--- src/rtl/alu_muldiv_seq.sv ---
// rtl/alu_muldiv_seq.sv - sequential RV32M/RV64M multiply/divide unit
//
// Iterative shift-add multiplier and restoring divider, one bit per cycle,
// with a start/busy/done handshake so the core can stall on M-extension ops.
//
// Optional feature macro: MULDIV_FAST_SPECIAL_EN
//   When defined, divide-by-zero, signed overflow and multiply-by-zero skip
//   the iterative CALC phase and complete shortly after acceptance.
//
// Parameters:
//   XLEN    operand/result width (32 or 64)
//
// Ports:
//   clk     rising-edge clock
//   rst_n   asynchronous active-low reset
//   start   operation request, sampled only in IDLE
//   flush   abort the operation in flight (also blocks acceptance)
//   op      funct3: MUL, MULH, MULHSU, MULHU, DIV, DIVU, REM, REMU
//   src_a   rs1 operand
//   src_b   rs2 operand
//   busy    high whenever the unit is not idle
//   done    one-cycle pulse, result valid
//   result  operation result, held until the next accepted start

module alu_muldiv_seq #(
  parameter int XLEN = 32
) (
  input  logic            clk,
  input  logic            rst_n,
  input  logic            start,
  input  logic            flush,
  input  logic [2:0]      op,
  input  logic [XLEN-1:0] src_a,
  input  logic [XLEN-1:0] src_b,
  output logic            busy,
  output logic            done,
  output logic [XLEN-1:0] result
);

  localparam int CW = $clog2(XLEN) + 1;

  localparam logic [2:0] OP_MUL    = 3'b000;
  localparam logic [2:0] OP_MULH   = 3'b001;
  localparam logic [2:0] OP_MULHSU = 3'b010;
  localparam logic [2:0] OP_MULHU  = 3'b011;
  localparam logic [2:0] OP_DIV    = 3'b100;
  localparam logic [2:0] OP_DIVU   = 3'b101;
  localparam logic [2:0] OP_REM    = 3'b110;

  typedef enum logic [1:0] {
    S_IDLE = 2'd0,
    S_CALC = 2'd1,
    S_FIX  = 2'd2,
    S_DONE = 2'd3
  } state_e;

  state_e            state_q, state_d;
  logic [2:0]        op_q;
  logic [CW-1:0]     cnt_q;
  logic              neg_q;       // negate product / quotient in FIX
  logic              neg_rem_q;   // negate remainder in FIX
  logic [2*XLEN-1:0] mcand_q;     // multiplicand, shifted left each step
  logic [XLEN-1:0]   mplier_q;    // multiplier, shifted right each step
  logic [2*XLEN-1:0] prod_q;
  logic [XLEN-1:0]   quot_q;      // starts as dividend, fills with quotient bits
  logic [XLEN:0]     rem_q;
  logic [XLEN-1:0]   dvsr_q;
  logic              busy_q, done_q;
  logic [XLEN-1:0]   result_q;

  assign busy   = busy_q;
  assign done   = done_q;
  assign result = result_q;

  // Acceptance and operand sign handling
  logic            accept;
  logic            a_signed, b_signed, a_neg, b_neg, b_zero;
  logic [XLEN-1:0] a_mag, b_mag;

  assign accept   = (state_q == S_IDLE) && start && !flush;
  assign a_signed = (op == OP_MULH) || (op == OP_MULHSU) || (op == OP_DIV) || (op == OP_REM);
  assign b_signed = (op == OP_MULH) || (op == OP_DIV) || (op == OP_REM);
  assign a_neg    = a_signed && src_a[XLEN-1];
  assign b_neg    = b_signed && src_b[XLEN-1];
  assign a_mag    = a_neg ? -src_a : src_a;
  assign b_mag    = b_neg ? -src_b : src_b;
  assign b_zero   = (src_b == '0);

  // Short-circuit results for the special cases; the regular datapath is
  // preloaded so that FIX (with sign flags cleared) yields these directly.
  logic            fast_hit;
  logic [XLEN-1:0] fast_quot, fast_rem;
`ifdef MULDIV_FAST_SPECIAL_EN
  logic sgn_ovf;
  assign sgn_ovf   = ((op == OP_DIV) || (op == OP_REM)) &&
                     (src_a == {1'b1, {(XLEN-1){1'b0}}}) && (src_b == '1);
  assign fast_hit  = op[2] ? (b_zero || sgn_ovf) : (b_zero || (src_a == '0));
  assign fast_quot = b_zero ? '1 : src_a;
  assign fast_rem  = b_zero ? src_a : '0;
`else
  assign fast_hit  = 1'b0;
  assign fast_quot = '0;
  assign fast_rem  = '0;
`endif

  // One multiply step and one restoring-divide step
  logic [2*XLEN-1:0] mul_sum;
  logic [XLEN+1:0]   rem_sh, rem_diff;
  logic              q_bit;
  logic              last_step;

  assign mul_sum   = prod_q + (mplier_q[0] ? mcand_q : '0);
  assign rem_sh    = {rem_q, quot_q[XLEN-1]};
  assign rem_diff  = rem_sh - {2'b00, dvsr_q};
  assign q_bit     = !rem_diff[XLEN+1];        // no borrow: divisor fits
  assign last_step = (cnt_q == CW'(XLEN - 1));

  // Sign correction and result selection
  logic [2*XLEN-1:0] prod_fix;
  logic [XLEN-1:0]   quot_fix, rem_fix, result_fix;

  always_comb begin
    prod_fix = neg_q ? -prod_q : prod_q;
    quot_fix = neg_q ? -quot_q : quot_q;
    rem_fix  = neg_rem_q ? -rem_q[XLEN-1:0] : rem_q[XLEN-1:0];
    case (op_q)
      OP_MUL:                      result_fix = prod_fix[XLEN-1:0];
      OP_MULH, OP_MULHSU, OP_MULHU: result_fix = prod_fix[2*XLEN-1:XLEN];
      OP_DIV, OP_DIVU:             result_fix = quot_fix;
      default:                     result_fix = rem_fix;
    endcase
  end

  // Next state
  always_comb begin
    state_d = state_q;
    case (state_q)
      S_IDLE: if (accept) state_d = fast_hit ? S_FIX : S_CALC;
      S_CALC: if (last_step) state_d = S_FIX;
      S_FIX:  state_d = S_DONE;
      S_DONE: state_d = S_IDLE;
      default: state_d = S_IDLE;
    endcase
    if (flush && (state_q != S_IDLE)) state_d = S_IDLE;
  end

  always_ff @(posedge clk or negedge rst_n) begin
    if (!rst_n) begin
      state_q   <= S_IDLE;
      op_q      <= '0;
      cnt_q     <= '0;
      neg_q     <= 1'b0;
      neg_rem_q <= 1'b0;
      mcand_q   <= '0;
      mplier_q  <= '0;
      prod_q    <= '0;
      quot_q    <= '0;
      rem_q     <= '0;
      dvsr_q    <= '0;
      busy_q    <= 1'b0;
      done_q    <= 1'b0;
      result_q  <= '0;
    end else begin
      state_q <= state_d;
      busy_q  <= (state_d != S_IDLE);
      done_q  <= (state_q == S_FIX) && (state_d == S_DONE);

      case (state_q)
        S_IDLE: begin
          if (accept) begin
            op_q      <= op;
            cnt_q     <= '0;
            // Divide by zero returns all ones unsigned, so its quotient
            // must not be sign-corrected.
            neg_q     <= (a_neg ^ b_neg) && !(op[2] && b_zero);
            neg_rem_q <= a_neg;
            mcand_q   <= {{XLEN{1'b0}}, a_mag};
            mplier_q  <= b_mag;
            prod_q    <= '0;
            quot_q    <= a_mag;
            rem_q     <= '0;
            dvsr_q    <= b_mag;
            if (fast_hit) begin
              neg_q     <= 1'b0;
              neg_rem_q <= 1'b0;
              quot_q    <= fast_quot;
              rem_q     <= {1'b0, fast_rem};
            end
          end
        end
        S_CALC: begin
          cnt_q <= cnt_q + CW'(1);
          if (op_q[2]) begin
            quot_q <= {quot_q[XLEN-2:0], q_bit};
            rem_q  <= q_bit ? rem_diff[XLEN:0] : rem_sh[XLEN:0];
          end else begin
            prod_q   <= mul_sum;
            mcand_q  <= mcand_q << 1;
            mplier_q <= mplier_q >> 1;
          end
        end
        S_FIX: begin
          if (!flush) result_q <= result_fix;
        end
        default: ;
      endcase
    end
  end

endmodule

--- config.mk ---
export PLATFORM = sky130hd
export DESIGN_NAME = alu_muldiv_seq
export DESIGN_NICKNAME = d
export VERILOG_FILES = /design/src/rtl/alu_muldiv_seq.sv
export SDC_FILE = /design/constraint.sdc
export NUM_CORES = 1
export LEC_CHECK = 0
export ABC_CLOCK_PERIOD_IN_PS = 9950
export BUFFER_PORTS_ARGS = -buffer_cell sky130_fd_sc_hd__buf_2
export CAP_MARGIN = 20
export CORE_MARGIN = 2
export CORE_UTILIZATION = 55
export DETAILED_ROUTE_END_ITERATION = 6
export PLACE_DENSITY = 0.73
export SYNTH_ARGS = -nofsm -noshare
export SYNTH_HDL_FRONTEND = slang
export SYNTH_SLANG_ARGS = --single-unit
--- constraint.sdc ---
create_clock -name clk -period 9.95 [get_ports clk]
set_clock_uncertainty 0.15 [all_clocks]
set_input_delay 1.99 -clock clk [delete_from_list [all_inputs] [get_ports clk]]
set_output_delay 1.99 -clock clk [all_outputs]
set_load 0.05 [all_outputs]
[Yosys cells after proc, flatten, opt, wreduce, memory -nomap -nowiden]
Index checks and enable logic that the tools add are counted.
Word-level totals
  bits in registers: 304
  word-level logic and storage cells: 99
  output and inout port bits: 34
  input port bits: 71
Cells by class
  mux-type cells: 29
  $add $sub $neg: 8
  reduce and logical (&&, ||, !) cells: 29
  equal/unequal tests: 17
  bitwise gates (word level): 2
Operators with widths (number)
  64-bit 2-to-1 mux: 6
  32-bit 2-to-1 mux: 8
  64-bit case mux with 2 select lines: 2
  32-bit negation: 4
  32-bit case mux with 2 select lines: 2
  33-bit 2-to-1 mux: 3
  32-bit case mux with 3 select lines: 1
  33-bit case mux with 2 select lines: 1
  64-bit adder: 1
  64-bit negation: 1
  34-bit by 32-bit subtractor with 34-bit output: 1
  32-bit logical NOT: 1
  3-bit == test, second input constant: 4
  6-bit case mux with 2 select lines: 1
  3-bit by 2-bit == test with 1-bit output, second input constant: 3
  1-bit logical AND: 8
  2-bit case mux with 4 select lines: 1
  6-bit by 1-bit adder with 6-bit output, second input constant: 1
  2-bit == test, second input constant: 3
  3-bit by 1-bit == test with 1-bit output, second input constant: 2
  6-bit by 5-bit == test with 1-bit output, second input constant: 1
  2-bit 2-to-1 mux: 3
  6-bit 2-to-1 mux: 1
  2-bit inequality test, second input constant: 3
  other kinds (12): 23

[Longest topological paths before layout]
  depth in word-level cells: 8
  mapped depth: 16

[Least setup slack after synthesis]
No wires, ideal clock.
  path kind: input to register
  from: input src_b[12]
  to: register mplier_q[27]
  stages: 10
  slack: 5601 ps
  arrival: 4062 ps
  cells stage by stage: or4_1 -> or4_1 -> nor2_1 -> and3_1 -> inv_1 -> o21ai_0 -> xor2_1 -> nand2_1 -> o21ai_0 -> a21oi_1
Between the ends
  cells in the longest elaborated chain, start to end: 4
RTL lines
  from (decl): line 34  | input logic [XLEN-1:0] src_b,
  32-bit negation: line 86  | assign b_mag = b_neg ? -src_b : src_b;
  32-bit 2-to-1 mux: line 86
  32-bit 2-to-1 mux: line 170  | if (accept) begin
  32-bit case mux with 2 select lines: line 168  | case (state_q)
  to (signal assigned): line 178  | mplier_q <= b_mag;
  to (signal assigned): line 199  | mplier_q <= mplier_q >> 1;
  to (decl): line 63  | logic [XLEN-1:0] mplier_q;
Every way passes these cells. The select of a mux whose other input is x is not followed.
A chain may end at the register's enable or synchronous reset.

[Final worst setup path]
  from: register mplier_q[0]
  to: register prod_q[34]
Between the ends
  cells in the longest elaborated chain, start to end: 4
RTL lines
  64-bit 2-to-1 mux: line 112  | assign mul_sum = prod_q + (mplier_q[0] ? mcand_q : '0);
  64-bit adder: line 112
  64-bit 2-to-1 mux: line 193  | if (op_q[2]) begin
  64-bit case mux with 2 select lines: line 168
  to (signal assigned): line 197  | prod_q <= mul_sum;
  to (decl): line 64  | logic [2*XLEN-1:0] prod_q;
Every way passes these cells. The select of a mux whose other input is x is not followed.

==> out/results.txt <==
largest net degree at the start of global routing: 144
GR Overflow Total: 0
busiest grt layer: met2
Syn Nets: 3007
clk sinks: 304
layout cells sized above 1: 0.0800
Initial Utilization: 0.556
final-report hold violation count: 0
Post-Synthesis Cells: 2833
Syn-to-layout area delta: 9.48%
DP Wirelength: 53800 microns
hold_buf cts: 0
final setup TNS: 0 ns
ranking of synthesized cells by area: dfrtp_1, o21ai_0, nand2_1
power per cell area: 230 nW/um^2
endpoints failing setup: 0
Post-synth EDFFs: 0
DP Worst Slack: 5.18 ns
Worst setup EP type: flip-flop
Worst-Skew Late Latency: 0.56 ns
post-detailed-route wirelength per cell: 21.4 microns
H-tree levels: 2
Iteration-0 DRC Markers: 2060
Core ar.: 40800 sq um
vias in the first global route: 20300
Tot Pwr: 0.00571 W
maximum fanout along the worst path: 66
RSZ-0062 raised after global routing: no
ANT cells: 0
Setup Crit Path Kind: flip-flop to flip-flop
DR vias/cell: 6.36
Worst setup SP type: flip-flop
r2r setup slk: 5.17 ns
worst endpoint required time: 10.24 ns
fin nets: 2997
async set-reset flop share out of synthesis: 1.00
Post-synth top cells: nand2_1, o21ai_0, dfrtp_1, a21oi_1, nor2_1
GRT Resource Usage Total: 0.331
Top Ports: 105
status: completed
worst slew pin tran: 1.13 ns
fmax: 209 MHz
DRT Pass-1 Iters: 6
clk buf depth: 3
CTS buffer count: 39
Max IR drop VDD: 0.164 mV
fill cell count: 3672
clk slew on worst S/H paths: 0.06 ns
fin crit share: 0.481
first-pass GRT wire length: 114000 microns
HP Class: flip-flop to flip-flop
Post-Syn Area: 22700 sq um
top-area cell type share of the netlist area: 0.335
die width: 207 microns
CTS resizes: 0
antenna violations before repair: 0
register area share after synthesis: 0.335
Slew headroom: 0.235
Die H: 207 microns
Mapped Avg Cell Area: 8.02 sq um
Yosys top cell by area: dfrtp_1
standard-cell rows: 74
die area: 42900 sq um
hold path startpoint: result[9]
Syn. warnings: 0
Buffers on Ports: 104
Slowest cell on crit path: buf_4
DRC viols: 0
Total Wirelength: 72400 microns
CTS tree: yes
setup slack after layout: 5.17 ns
r2r startpoint: mplier_q[0]
Final Critical Period: 4.78 ns
Worst path max stage delay: 0.52 ns
antenna-violating nets left: 0
Slew Viols, Final: 0
met1 usage: 0.452
most common cell in the synthesized netlist: nand2_1
FF+latch count, synth: 304
Static Leak: 10.9 nW
buffer count from post-CTS setup fixing: 0
Critical Path AT: 5.07 ns
GP Congestion: 0.991
met3 track utilization from global routing: 0.0723
via count: 21500
CP cell instances: buf_4 -> and2_1 -> ha_1 -> inv_1 -> fa_1 -> nor2b_1 -> o2111ai_1 -> a21oi_1 -> o21ai_0 -> o31a_1 -> o31a_1 -> o21ai_0 -> a21oi_1 -> xnor2_1 -> a22o_1
CTS root buffer: clkbuf_16
ys flop type: dfrtp_1
Critical Path Start: mplier_q[0]
unique cell type count in the Yosys netlist: 75
Max Cap Viol: 0
met2 Resource Use GR: 0.520
[sequential cells by signal, summed over array words and instances (netlist names)]
| name | count |
|---|---|
| busy | 1 |
| cnt_q | 6 |
| done | 1 |
| dvsr_q | 32 |
| mcand_q | 64 |
| mplier_q | 32 |
| neg_q | 1 |
| neg_rem_q | 1 |
| op_q | 3 |
| prod_q | 64 |
| quot_q | 32 |
| rem_q | 33 |
| result | 32 |
| state_q | 2 |
[per-layer routing]
layer / vias up / wire length, microns / share of wire
li1: 10100 / - / -
met1: 10400 / 31300 / 0.43
met2: 831 / 32900 / 0.45
met3: 157 / 5710 / 0.079
met4: 0 / 2540 / 0.035
met5: - / 0 / 0
[stage by stage]
step | cell area, sq um | cells | hold WS, ns | util
2_1_floorplan | 22700 | 2833 | 0.294 | -
3_3_place_gp | 23500 | 3312 | 0.312 | 0.574
3_5_place_dp | 23500 | 3312 | 0.316 | 0.574
4_1_cts | 24800 | 3379 | 0.328 | 0.608
5_1_grt | 24900 | 3381 | 0.344 | 0.609
6_report | 24900 | 3381 | 0.324 | 0.609
[cell type report]
| type | instances | area [sq um] | area share |
|---|---|---|---|
| timing repair buffer | 125 | 733 | 0.0295 |
| inverter | 74 | 278 | 0.0112 |
| clock buffer | 48 | 1080 | 0.0434 |
| tap | 532 | 666 | 0.0268 |
| multi-input combinational | 2279 | 14200 | 0.572 |
| sequential | 304 | 7610 | 0.306 |
| clock inverter | 19 | 279 | 0.0112 |
[power by group]
part	leakage, nW	internal, W	switching (W)
logic	6.42	0.000860	0.00152
clock network	0.672	0.000949	0.000576
registers	3.84	0.00147	0.000335
total	10.9	0.00328	0.00243
[cell usage in the layout (no fill, tap or decap), drive strengths merged, types with 38 or more instances in the layout]
cell type / n
ha: 101
nand3: 50
nand2: 363
nor2: 199
and2: 83
buf: 125
a21o: 57
a22o: 40
a21oi: 222
inv: 75
xnor2: 142
o21ai: 373
dfrtp: 304
o31ai: 44
or3: 38
clkbuf: 48
xor2: 113
[logic make-up (layout without fill, tap and decap cells)]
family,after synthesis,count (layout),synth area share
AOI/OAI and AO/OA,962,962,0.259
xor gates and xnor gates,255,255,0.0984
adders and majority gates,103,103,0.0574
buffers and inverters,250,266,0.0414
DFF,304,304,0.335
muxes,35,35,0.0156
and+or+nand+nor,924,924,0.193
[worst max-delay path: cells and delay by family, from the launching register on]
| family | cells | cell delay (ns) |
|---|---|---|
| buf+inv | 2 | 0.60 |
| simple gates | 2 | 0.47 |
| flops | 1 | 0.32 |
| xor+xnor | 1 | 0.16 |
| compound gates | 8 | 2.34 |
| fa+ha+maj | 2 | 0.60 |
[worst paths after layout]
kind | endpoint | cells past startpoint
worst max-delay path | prod_q[34] | 15
worst min-delay path | result[9] | 2
worst max register to register | prod_q[34] | 15
worst min register to register | result[9] | 2
max in group asynchronous | neg_q | 2
min in group asynchronous | quot_q[13] | 1
Power figures use the tool's default switching activity.
